**src/rtl/alu_pkg.sv**
```systemverilog
// alu_pkg: shared ALU command codes, op/state encodings and default width for alu_mseq.
package alu_pkg;
    localparam int DW = 8;
    localparam logic [3:0] CMD_ADD = 4'b0000;
    localparam logic [3:0] CMD_LSH = 4'b0001;
    localparam logic [3:0] CMD_RSH = 4'b0010;
    localparam logic [3:0] CMD_NOP = 4'b1111;
    typedef enum logic [1:0] {OP_ADD16 = 2'b00, OP_SHL16 = 2'b01, OP_SHR16 = 2'b10, OP_MUL8 = 2'b11} op_t;
    typedef enum logic [2:0] {S_IDLE, S_STEP1, S_STEP2, S_MUL_ADD, S_MUL_SHF, S_DONE} state_t;
endpackage

```
**src/rtl/alu_mseq_if.sv**
```systemverilog
// alu_mseq_if: start/busy/done request bus between the core controller and alu_mseq.
interface alu_mseq_if #(parameter int DW = alu_pkg::DW);
    logic            start_i;
    logic [1:0]      op_i;
    logic [2*DW-1:0] a_i;
    logic [2*DW-1:0] b_i;
    logic            busy_o;
    logic            done_o;
    logic [2*DW-1:0] result_o;
    logic            carry_o;
    logic            zero_o;
    modport master (output start_i, op_i, a_i, b_i, input busy_o, done_o, result_o, carry_o, zero_o);
    modport slave  (input start_i, op_i, a_i, b_i, output busy_o, done_o, result_o, carry_o, zero_o);
endinterface

```
**src/rtl/alu_mseq.sv**
```systemverilog
// alu_mseq: runs 16-bit add/shift and 8x8 multiply as byte steps on the shared 8-bit ALU.
module alu_mseq #(
    parameter int DW        = 8,
    parameter int MUL_ITERS = DW
) (
    input  logic          clk,
    input  logic          rst_n,
    alu_mseq_if.slave     bus,
    output logic          alu_en_o,
    output logic [3:0]    alu_cmd_o,
    output logic [DW-1:0] alu_a_o,
    output logic [DW-1:0] alu_b_o,
    output logic          alu_sci_o,
    input  logic [DW-1:0] alu_rslt_i,
    input  logic          alu_sco_i
);
    import alu_pkg::*;
    localparam int CW = (MUL_ITERS > 1) ? $clog2(MUL_ITERS) : 1;
    state_t          state, state_n;
    op_t             op;
    logic [2*DW-1:0] a, b, result;
    logic [DW-1:0]   acc, acc_n, mpl, mpl_n;
    logic [CW-1:0]   cnt, cnt_n;
    logic            c, c_n, co, carry, zero, hi;
    // acc holds the high result byte and mpl the low byte for every op
    always_comb begin
        state_n   = state;
        acc_n     = acc;
        mpl_n     = mpl;
        cnt_n     = cnt;
        c_n       = c;
        co        = 1'b0;
        hi        = 1'b0;
        alu_en_o  = 1'b0;
        alu_cmd_o = CMD_NOP;
        alu_a_o   = '0;
        alu_b_o   = '0;
        alu_sci_o = 1'b0;
        case (state)
            S_IDLE: if (bus.start_i) begin
                state_n = (op_t'(bus.op_i) == OP_MUL8) ? S_MUL_ADD : S_STEP1;
                acc_n   = '0;
                mpl_n   = bus.b_i[DW-1:0];
                cnt_n   = '0;
            end
            S_STEP1, S_STEP2: begin
                hi        = (state == S_STEP2) ^ (op == OP_SHR16);
                alu_en_o  = 1'b1;
                alu_cmd_o = (op == OP_ADD16) ? CMD_ADD : (op == OP_SHL16) ? CMD_LSH : CMD_RSH;
                alu_a_o   = hi ? a[2*DW-1:DW] : a[DW-1:0];
                alu_b_o   = (op != OP_ADD16) ? '0 : hi ? b[2*DW-1:DW] : b[DW-1:0];
                alu_sci_o = (state == S_STEP2) & c;
                acc_n     = hi ? alu_rslt_i : acc;
                mpl_n     = hi ? mpl : alu_rslt_i;
                c_n       = alu_sco_i;
                co        = alu_sco_i;
                state_n   = (state == S_STEP1) ? S_STEP2 : S_DONE;
            end
            S_MUL_ADD: begin
                alu_en_o  = 1'b1;
                alu_cmd_o = CMD_ADD;
                alu_a_o   = acc;
                alu_b_o   = mpl[0] ? a[DW-1:0] : '0;
                acc_n     = alu_rslt_i;
                c_n       = alu_sco_i;
                state_n   = S_MUL_SHF;
            end
            S_MUL_SHF: begin
                alu_en_o  = 1'b1;
                alu_cmd_o = CMD_RSH;
                alu_a_o   = acc;
                alu_sci_o = c;
                acc_n     = alu_rslt_i;
                mpl_n     = {alu_sco_i, mpl[DW-1:1]};
                cnt_n     = cnt + 1'b1;
                state_n   = (cnt == CW'(MUL_ITERS - 1)) ? S_DONE : S_MUL_ADD;
            end
            default: state_n = S_IDLE;
        endcase
    end
    always_ff @(posedge clk or negedge rst_n) begin
        if (!rst_n) begin
            state  <= S_IDLE;
            op     <= OP_ADD16;
            a      <= '0;
            b      <= '0;
            acc    <= '0;
            mpl    <= '0;
            cnt    <= '0;
            c      <= 1'b0;
            result <= '0;
            carry  <= 1'b0;
            zero   <= 1'b0;
        end else begin
            state <= state_n;
            acc   <= acc_n;
            mpl   <= mpl_n;
            cnt   <= cnt_n;
            c     <= c_n;
            if (state == S_IDLE && bus.start_i) begin
                op <= op_t'(bus.op_i);
                a  <= bus.a_i;
                b  <= bus.b_i;
            end
            if (state_n == S_DONE) begin
                result <= {acc_n, mpl_n};
                carry  <= co;
                zero   <= ({acc_n, mpl_n} == '0);
            end
        end
    end
    assign bus.busy_o   = (state != S_IDLE);
    assign bus.done_o   = (state == S_DONE);
    assign bus.result_o = result;
    assign bus.carry_o  = carry;
    assign bus.zero_o   = zero;
endmodule

```
**src/flat_wrapper.sv**
```systemverilog
// flat-port wrapper written by rule: the top's interface ports become plain ports
module alu_mseq_flat import alu_pkg::*;
#(
    parameter int DW        = 8,
    parameter int MUL_ITERS = DW
)
  (clk, rst_n, alu_en_o, alu_cmd_o, alu_a_o, alu_b_o, alu_sci_o, alu_rslt_i, alu_sco_i, bus_start_i, bus_op_i, bus_a_i, bus_b_i, bus_busy_o, bus_done_o, bus_result_o, bus_carry_o, bus_zero_o);
  alu_mseq_if #(.DW(DW)) bus_i ();
  input  logic clk;
  input  logic rst_n;
  output logic alu_en_o;
  output logic [3:0] alu_cmd_o;
  output logic [DW-1:0] alu_a_o;
  output logic [DW-1:0] alu_b_o;
  output logic alu_sci_o;
  input  logic [DW-1:0] alu_rslt_i;
  input  logic alu_sco_i;
  input wire logic [$bits(bus_i.start_i)-1:0] bus_start_i;
  input wire logic [$bits(bus_i.op_i)-1:0] bus_op_i;
  input wire logic [$bits(bus_i.a_i)-1:0] bus_a_i;
  input wire logic [$bits(bus_i.b_i)-1:0] bus_b_i;
  output wire logic [$bits(bus_i.busy_o)-1:0] bus_busy_o;
  output wire logic [$bits(bus_i.done_o)-1:0] bus_done_o;
  output wire logic [$bits(bus_i.result_o)-1:0] bus_result_o;
  output wire logic [$bits(bus_i.carry_o)-1:0] bus_carry_o;
  output wire logic [$bits(bus_i.zero_o)-1:0] bus_zero_o;
  assign bus_i.start_i = bus_start_i;
  assign bus_i.op_i = bus_op_i;
  assign bus_i.a_i = bus_a_i;
  assign bus_i.b_i = bus_b_i;
  assign bus_busy_o = bus_i.busy_o;
  assign bus_done_o = bus_i.done_o;
  assign bus_result_o = bus_i.result_o;
  assign bus_carry_o = bus_i.carry_o;
  assign bus_zero_o = bus_i.zero_o;
  alu_mseq #(.DW(DW), .MUL_ITERS(MUL_ITERS)) u_core (.clk(clk), .rst_n(rst_n), .bus(bus_i), .alu_en_o(alu_en_o), .alu_cmd_o(alu_cmd_o), .alu_a_o(alu_a_o), .alu_b_o(alu_b_o), .alu_sci_o(alu_sci_o), .alu_rslt_i(alu_rslt_i), .alu_sco_i(alu_sco_i));
endmodule
```
**config.mk**
```make
export PLATFORM = sky130hd
export DESIGN_NAME = alu_mseq_flat
export DESIGN_NICKNAME = d
export VERILOG_FILES = /design/src/rtl/alu_pkg.sv /design/src/rtl/alu_mseq_if.sv /design/src/rtl/alu_mseq.sv /design/src/flat_wrapper.sv
export SDC_FILE = /design/constraint.sdc
export NUM_CORES = 1
export LEC_CHECK = 0
export CORE_MARGIN = 5
export CORE_UTILIZATION = 30
export DETAILED_ROUTE_END_ITERATION = 8
export GPL_ROUTABILITY_DRIVEN = 0
export PLACE_DENSITY = 0.56
export SLEW_MARGIN = 15
export SYNTH_ARGS = -nofsm -noshare
export SYNTH_HDL_FRONTEND = slang
export SYNTH_SLANG_ARGS = --single-unit
```
**constraint.sdc**
```tcl
create_clock -name clk -period 2.05 [get_ports clk]
set_input_delay 0.41 -clock clk [delete_from_list [all_inputs] [get_ports clk]]
set_output_delay 0.41 -clock clk [all_outputs]
set_load 0.02 [all_outputs]
```
==> impl_results.md, run 1 <==
- Max_cap viols: 0
- CP Capture Type: primary output
- First-pass GRT wire length: 17500 µm
- CP Launch Type: flip-flop
- CP most frequent cell: buf_12
- Xor/xnor share of the synthesized area: 0.00249
- Critical Path Sink: alu_b_o[0]
- Post-layout minimum cycle time: 2.33 ns
- Register bit total from synthesis: 75
- HPWL Detailed: 8170 µm
- Final Slew Violations: 0
- # H-tree levels: 3
- Clock Path Buffers: 2
- CTS Hold Bufs: 0
- Cell taking the most area after synthesis: dfrtp_1
- Core Region: 11500 µm²
- Cells on worst reg2reg path: 7
- Crit-path slowest cell: dfrtp_2
- CTS tree: yes
- Post-synthesis compound-gate area fraction: 0.152
- Die footprint: between 10000 and 15000 µm²
- I/O pins: 88
- Vias in the first global route: 3187
- Syn nets: about 350
- Failing checks: negative setup slack
- Ys async rst share: 1.00
- Synth warn: 0
- Setup TNS: -3.67 ns
- Worst path required time: ~1.6 ns
- Die Ht: 118 µm
- CTS buffer count: 9
- Post-synth top area share: 0.534
- Max Fclk: 0.429 GHz
- Mapped Cells: ~300
- Root Buffer: clkbuf_16
- Crit Path Max Fanout: 7
- DIE WIDTH: approximately 120 µm
- Antenna violations before repair: 0
- Final ANT Viol Nets: 0
- Cell Rows: 39
- FF-to-FF End: u_core.bus.zero_o
- Synth Cell Area: 3510 µm²
- Crit path DAT: between 1.5 and 2 ns
- Internal power: roughly 0.0063 W
- Antenna cell count: 0
- P_leak: approximately 2.4 nW
- Flop pwr share: 0.266
- Period utilisation layout: 1.14
- Count leader, synth: dfrtp_1
- Post-Syn Area per Cell: 11.8 µm²
- Crit. Startpoint: u_core.state[0]
- Initial DRT Pass Iterations: 8
- Rel. slew slack: 0.674
- Via Count: 3010
- Largest net degree at the start of global routing: 33
- Netlist cell types: 46
- Pwr Total: around 0.010 W
- Total clock sinks: 75
- Outcome: finished, violations left
- Final Setup Violations: 24
- Reg clk slew, reported paths: about 0.060 ns
- Layout area overhead: 55.3%
- Final Skew: between 0.007 and 0.008 ns
- Drt first-iter violations: 230
- Logic pwr share: 0.580
- Maximum vdd drop: around 0.0007 V
- WL per Instance: ~18 µm
- HP Class: primary input to asynchronous set/reset pin
- Slowest Stage Delay on Critical Path: between 0.4 and 0.5 ns
- Post-Synth Adder-Cell Area: 0.00997
- Post-synth EDFFs: 0
- Clock latency on the worst-skew pair: between 0.3 and 0.4 ns
- Initial Util: 0.306
- Power per cell area: ~1900 nW/µm²
- Largest cells by area after synthesis: dfrtp_1 (53%), mux2_2 (15%), a222oi_1 (3.7%)
- Final wirelength: around 11000 µm
- Worst Max-Slew Pin Slew: 0.488 ns
- Crit path depth: 8
- Worst r2r src: u_core.state[1]
- Hold Fails Final Rpt: 0
- DR DRC count: 0
- Mux contribution to synthesized area: 0.173
- Layout cells sized above 1: 0.425
- Clock power share: 0.154
- Sw Ratio: 0.390
- GRT Overall Usage: 0.157
- Setup slack, reg-to-reg: -0.20 ns
- CP cell instances: buf_4 -> nor2_4 -> xnor2_4 -> buf_12 -> buf_12 -> mux2i_2 -> o21ai_2 -> buf_6
- IO buf count: between 80 and 90
- Via-to-Cell Ratio: ~5.1
- Layout Nets: 488
- Remaining Overflow, GRT: 0
- Non-Filler Instances: 588
- Sequential fraction of the synthesis area: 0.534
- Buf/Inv on CP: 4
- Sw power: around 0.0040 W
- Post-route setup slack: -0.279 ns
- Dominant synthesized flop cell: dfrtp_1
- Largest family of logic cells by synthesized area: multiplexers
- Number of cells after detailed placement: 566
- Unrepaired setup endpoints after global routing: yes
- Top cells by instance count after synthesis: dfrtp_1 (75), mux2_2 (46), nand2_1 (24)
- Simple-gate share of the synthesized area: 0.0851
- Critical path type: flip-flop to primary output
- CP top delay family: buffers and inverters
[power by group through the flow]
stage | combinational, W | sequential (W) | clock [W]
after floorplan | 0.00305 | 0.00277 | 0
after CTS | 0.00593 | 0.00276 | 0.00164
after global routing | 0.00646 | 0.00285 | 0.00170
after detailed placement | 0.00556 | 0.00276 | 0
after global placement | 0.00549 | 0.00276 | 0
final | 0.00601 | 0.00276 | 0.00160
[per-stage QoR]
step / worst slack (ns) / cell area (µm²) / hold WS [ns] / util
after global placement: -0.456 / 5010 / 0.398 / 0.437
final: -0.279 / 5460 / 0.0325 / 0.476
after detailed placement: -0.495 / 5010 / 0.399 / 0.437
after CTS: -0.288 / 5430 / 0.0388 / 0.474
after global routing: -0.348 / 5460 / 0.0632 / 0.476
after floorplan: 0.00489 / 3580 / 0.114 / -
[worst min path at each step]
stage                     startpoint      endpoint  slack [ns]  depth (start not counted)
final                          rst_n   u_core.a[7]        0.03                          1
after global routing           rst_n  u_core.a[15]        0.06                          1
after CTS                      rst_n   u_core.a[7]        0.04                          1
after detailed placement       rst_n   u_core.a[2]        0.40                          1
after global placement         rst_n   u_core.a[0]        0.40                          1
after floorplan                rst_n   u_core.a[0]        0.11                          0
[cells in the final DEF (no fill, tap or decap), types with 4 or more instances in the layout]
cell type        instances
buf_2                   11
buf_4                   51
buf_6                   16
a22o_1                  13
buf_12                   7
nor2_1                  11
clkdlybuf4s50_1         62
dfrtp_1                 74
nor3_1                   4
inv_1                   16
a222oi_1                13
mux2_2                  46
mux2i_2                  5
nand2_1                 21
o21ai_2                  9
a21oi_1                  8
clkbuf_16                9
[cell families after synthesis]
logic type	after synthesis
AO/OA/AOI/OAI	68
adder cells (fa/ha/maj)	3
flip-flops	75
XOR/XNOR	1
buffers and inverters	35
AND/OR/NAND/NOR	62
multiplexers	55
[worst register-to-register path: stages (launching register included)]
cell and delay (ns):
dfrtp_1 0.42, and2b_2 0.28, mux2i_4 0.19, nor2_4 0.10, buf_4 0.17, a221o_2 0.39, or3_1 0.38, o32ai_2 0.21
[per-layer routing]
layer / global-route usage / vias up / routed length (µm) / part of all wire
li1: - / 1396 / - / -
met1: 0.214 / 1474 / 4950 / 0.46
met2: 0.239 / 119 / 4870 / 0.45
met3: 0.0420 / 21 / 751 / 0.069
met4: 0.0631 / 0 / 262 / 0.024
met5: 0 / - / 0 / 0
[layout make-up]
class	instances	area, µm²
well taps	143	179
inverters	17	63.8
repair buffers	148	1390
clock inverters	7	76.3
multi-input cells	189	1650
flip-flops and latches	75	1880
clock buffers	9	225
fillers	1038	6010
[flip-flops by register name (all words and copies together) (netlist names)]
signal and cells:
u_core.bus.zero_o 1, u_core.mpl 8, u_core.a 16, u_core.acc 8, u_core.state 3, u_core.b 16
u_core.bus.result_o 16, u_core.bus.carry_o 1, u_core.c 1, u_core.op 2, u_core.cnt 3
[timing repair]
item,CTS,global route
buffers inserted,6,1
pin swaps,13,12
setup endpoints to repair,42,42
resized for setup,143,10
Power figures use the tool's default switching activity.
==> run 2: changes to the inputs <==
- CTS_BUF_LIST: not set -> sky130_fd_sc_hd__clkbuf_16
- CTS_CLUSTER_SIZE: not set -> 40
==> results of run 2 <==
Same layout as run 1: the final DEF is identical, and so are final timing and power.
==> run 3: changes to the inputs <==
- CORE_UTILIZATION: 30 -> 44
- PLACE_DENSITY: 0.56 -> 0.77
==> impl_results.md, run 3 (synthesis gave the netlist of run 1 again) <==
- DP Worst Slack: -0.426 ns
- Unrepaired setup endpoints after global routing: yes
- Final wirelength: 10600 µm
- Most frequent cells in the layout: dfrtp_1 (72), clkdlybuf4s50_1 (62), buf_4 (57), mux2_2 (46), nand2_1 (21)
- Initial Util: 0.452
- Crit path DAT: between 1.5 and 2 ns
- Core Region: ~8000 µm²
- Total clock sinks: 75
- Hold Worst Slack: between 0.08 and 0.09 ns
- CP Launch Type: flip-flop
- Layout Nets: between 400 and 500
- First-pass GRT wire length: ~17000 µm
- Worst Max-Slew Pin Slew: approximately 0.4 ns
- IO buf count: between 80 and 90
- WL per Instance: between 15 and 20 µm
- Die footprint: 9880 µm²
- # H-tree levels: 3
- Final Skew: between 0.007 and 0.008 ns
- Remaining Overflow, GRT: 0
- Via Count: approximately 3100
- Cells on worst reg2reg path: 8
- Power per cell area: 1950 nW/µm²
- Crit Path Max Fanout: 7
- Worst path required time: 1.64 ns
- Layout cells sized above 1: 0.427
- Initial DRT Pass Iterations: 5
- Cell Rows: 32
- Non-Filler Instances: between 500 and 600
- Setup slack, reg-to-reg: -0.23 ns
- CTS buffer count: 9
- Clock Path Buffers: 2
- Failing checks: negative setup slack
- Via-to-Cell Ratio: between 5 and 6
- Largest net degree at the start of global routing: between 70 and 80
- Hold Fails Final Rpt: 0
- Final Slew Violations: 0
- Antenna violations before repair: 0
- Vias in the first global route: around 3300
- P_leak: between 2 and 2.5 nW
- Post-route setup slack: -0.275 ns
- Commonest non-fill, non-tap cell in the layout: dfrtp_1
- Number of cells after detailed placement: between 500 and 600
- Post-layout minimum cycle time: between 2 and 2.5 ns
- Antenna cell count: 0
- DIE WIDTH: 99.4 µm
- Final Setup Violations: 31
- DR DRC count: 0
- Final ANT Viol Nets: 0
- Clock latency on the worst-skew pair: 0.33 ns
- Max Fclk: between 0.4 and 0.5 GHz
- Post-Route Utilization: 0.700
- HPWL Detailed: 7560 µm
- CTS Hold Bufs: 0
- Layout area overhead: 54.6%
- Root Buffer: clkbuf_16
- Period utilisation layout: 1.13
- Max_cap viols: 0
- Rel. slew slack: 0.726
- Drt first-iter violations: between 150 and 200
- Worst r2r src: u_core.state[0]
- Maximum vdd drop: between 0.0008 and 0.0009 V
- I/O pins: between 80 and 90
- Critical path type: flip-flop to primary output
- Outcome: finished, violations left
- HP Class: primary input to asynchronous set/reset pin
- Die Ht: 99.4 µm
- CP Capture Type: primary output
- GRT Overall Usage: 0.217
- CTS tree: yes
- Reg clk slew, reported paths: 0.06 ns
- FF-to-FF End: u_core.bus.zero_o
## run 3: how the worst max path moves through the flow
stage                          startpoint           endpoint  slack, ns
after CTS                 u_core.state[1]         alu_a_o[6]      -0.25
after global placement    u_core.state[2]         alu_b_o[1]      -0.30
final                     u_core.state[1]         alu_a_o[4]      -0.27
after global routing      u_core.state[0]  u_core.bus.zero_o      -0.35
after floorplan           u_core.state[0]         alu_b_o[1]      0.005
after detailed placement  u_core.state[1]         alu_a_o[6]      -0.43
## run 3: cell type report
class / instances / area, µm²
Multi-Input combinational cell: 189 / 1670
Inverter: 17 / 63.8
Sequential cell: 75 / 1880
Fill cell: 582 / 2330
Tap cell: 102 / 128
Clock buffer: 9 / 225
Timing Repair Buffer: 150 / 1400
Clock inverter: 7 / 70.1
## run 3: worst max-delay path, cell delays in order (launching register included)
cell	delay, ns
dfrtp_2	0.44
and2b_2	0.25
mux2i_4	0.19
nor2_4	0.09
buf_6	0.13
a222oi_1	0.24
inv_1	0.08
buf_2	0.17
## run 3: power by group
| part | internal (W) | total, W | switching (W) |
|---|---|---|---|
| logic | 0.00326 | 0.00621 | 0.00295 |
| clock network | 0.000937 | 0.00154 | 0.000606 |
| registers | 0.00223 | 0.00283 | 0.000597 |
| total | 0.00643 | 0.0106 | 0.00415 |
## run 3: what timing repair did
action	CTS	global route
buffers inserted	10	4
endpoints found under the setup margin	44	41
resized for setup	139	21
pin swaps	12	9
## run 3: per-stage QoR
step           cell area [µm²]  power (W)  setup TNS, ns
4_1_cts                   5340     0.0102          -3.64
6_report                  5430     0.0106          -4.88
3_5_place_dp              4910    0.00832          -8.35
2_1_floorplan             3580    0.00583              0
3_3_place_gp              4910    0.00815          -6.68
5_1_grt                   5430     0.0111          -7.29
## run 3: routing by layer
layer,up-vias,track usage,routed length (µm)
met5,-,0,0
met4,0,0.0903,269
met3,25,0.0393,575
met2,123,0.343,5170
met1,1524,0.295,4580
li1,1389,-,-
==> variant, RTL diff (flow settings as in run 1) <==
`DW` is set to 8 in 3 places; all go to 4.
--- a/src/rtl/alu_pkg.sv
+++ b/src/rtl/alu_pkg.sv
@@ -2,3 +2,3 @@
 package alu_pkg;
-    localparam int DW = 8;
+    localparam int DW = 4;
     localparam logic [3:0] CMD_ADD = 4'b0000;
--- a/src/rtl/alu_mseq.sv
+++ b/src/rtl/alu_mseq.sv
@@ -2,3 +2,3 @@
 module alu_mseq #(
-    parameter int DW        = 8,
+    parameter int DW        = 4,
     parameter int MUL_ITERS = DW
--- a/src/flat_wrapper.sv
+++ b/src/flat_wrapper.sv
@@ -3,3 +3,3 @@
 #(
-    parameter int DW        = 8,
+    parameter int DW        = 4,
     parameter int MUL_ITERS = DW
Interface: changed (6 resized); port bits go from 88 to 52. No check against the original RTL was run, so the function may have changed too.
==> variant against run 1 <==
  * The flow still finishes with violations (setup timing)
  * Synthesized area decreased by 37%
  * Count of clock-buffer cells in the layout shrank 3
  * Critical path depth down 1
  * Wire length down 40%
  * Cell count decreased by 30%
  * Worst setup slack better by 0.069 ns
  * Global-route usage decreased by 1.4 points
  * Die area is 34% lower
  * Final area shrank 36%
  * Clock power fell by 58%
  * Sequential cell count decreased by 33
  * Sequential share of layout area fell by 4.2 points
  * Total power fell by 34%
  * Critical endpoint unchanged
  * Largest power group unchanged
==> variant: results (changes against run 1) <==
vias per inst 4.83 (-5.6%); sum of net half-perimeters after detailed placement 4720 um (-42%); fraction of final layout cells with drive strength greater than 1 0.428 (+0.00340); maximum fanout along the worst path 5 (-2); Worst path max stage delay 0.42 ns (-0.03 ns); static leakage 1.58 nW (-35%); first drt pass iteration count 4 (-4); IO buf count 51 (-41%); number of different library cells in the post-synthesis netlist 51 (+11%); FILL cells 668 (-36%); critical path launch point u_core.state[2]; post-CTS sizing 103 (-28%); worst-case vdd ir drop 0.827 mV (+19%); transition time of the tightest slew-check pin 0.517 ns (+0.0282 ns); initial DRC count 82 (-64%); final setup fails 13 (-46%); final net count 340 (-30%); clock-pin slew of the registers on the worst-case setup and hold paths 0.08 ns (+0.02 ns); violated checks setup timing; number of nets produced by synthesis 242 (-30%); CTS root buf clkbuf_8; cell count of the worst reg-to-reg path 10 (+3); r2r startpoint u_core.state[0]; Commonest cells post-synth dfrtp_1, nand2_1, o21ai_0; cell types with the largest area share after synthesis dfrtp_1, mux2_2, nand2_1; run status finished, violations left; Global Route Usage Sum 0.144 (-0.0136); global-route wire length before repair 10000 um (-43%); M1 GR Usage 0.189 (-0.0252); Final Skew 0.00321 ns (-0.00379 ns); clock insertion delay at the later pin of the skew report 0.29 ns (-0.04 ns); slowest cell on the critical path dfrtp_1; post-route setup slack -0.211 ns (+0.0685 ns); Routed Wire Length 6460 um (-40%); met2 Resource Use GR 0.235 (-0.00494); share of the yosys chip area belonging to registers 0.475 (-0.0586); htree depth 2 (-1); met3 global-route usage 0.0297 (-0.0123); FF-to-FF End u_core.bus.zero_o; maximum number of pins on one net before global-route repair 23 (-30%); type of the tightest min-delay check in2async
[variant: changes by cell type after synthesis, sizes merged, moves of 6 or more]
cell           run 1  this run
nor2              14         7
a21oi             10         3
a22o              13         1
inv               17        10
nand2             24        34
a222oi            13         0
mux2              46        18
dfrtp             75        42
o21ai             15        23
clkbuf            10         4
[variant: metrics by stage]
step / instance area (um2) / worst slack (ns) / instances / hold WS (ns) / power (mW)
after floorplan: 2280 / -0.0443 / 215 / 0.114 / 3.85
after global placement: 3150 / -0.350 / 391 / 0.422 / 5.47
after detailed placement: 3150 / -0.361 / 391 / 0.419 / 5.49
after CTS: 3360 / -0.181 / 404 / 0.0951 / 6.49
after global routing: 3490 / -0.315 / 412 / 0.139 / 7.23
final: 3490 / -0.211 / 412 / 0.0804 / 6.80
[variant: routing by layer]
metal	part of all wire	wire, um
met4	0.019	123
met5	0	0
met1	0.44	2870
met3	0.044	281
met2	0.49	3190
[variant: final cells by class]
class,count,share of cell area
clock buffers,6,0.0237
repair buffers,105,0.263
well taps,99,0.0355
inverters,10,0.0108
clock inverters,1,0.00861
flip-flops and latches,42,0.302
multi-input cells,149,0.357
[variant: power by group]
part / switching (mW) / total (mW) / internal (mW)
Sequential: 0.275 / 1.51 / 1.24
Combinational: 2.26 / 4.61 / 2.34
Clock: 0.288 / 0.678 / 0.390
[variant: cell families after synthesis]
kind of cell / share of synthesized area
buffers and inverters: 0.0543
flip-flops: 0.475
XOR/XNOR: 0.0113
AND/OR/NAND/NOR: 0.134
multiplexers: 0.137
AO/OA/AOI/OAI: 0.182
adder cells (fa/ha/maj): 0.00566
[variant: worst max-delay path: cells and delay by family (launching register included)]
kind            cells  cell delay [ns]
compound gates      1             0.20
xor+xnor            1             0.26
mux                 1             0.07
buf+inv             2             0.36
simple gates        2             0.24
flops               1             0.42
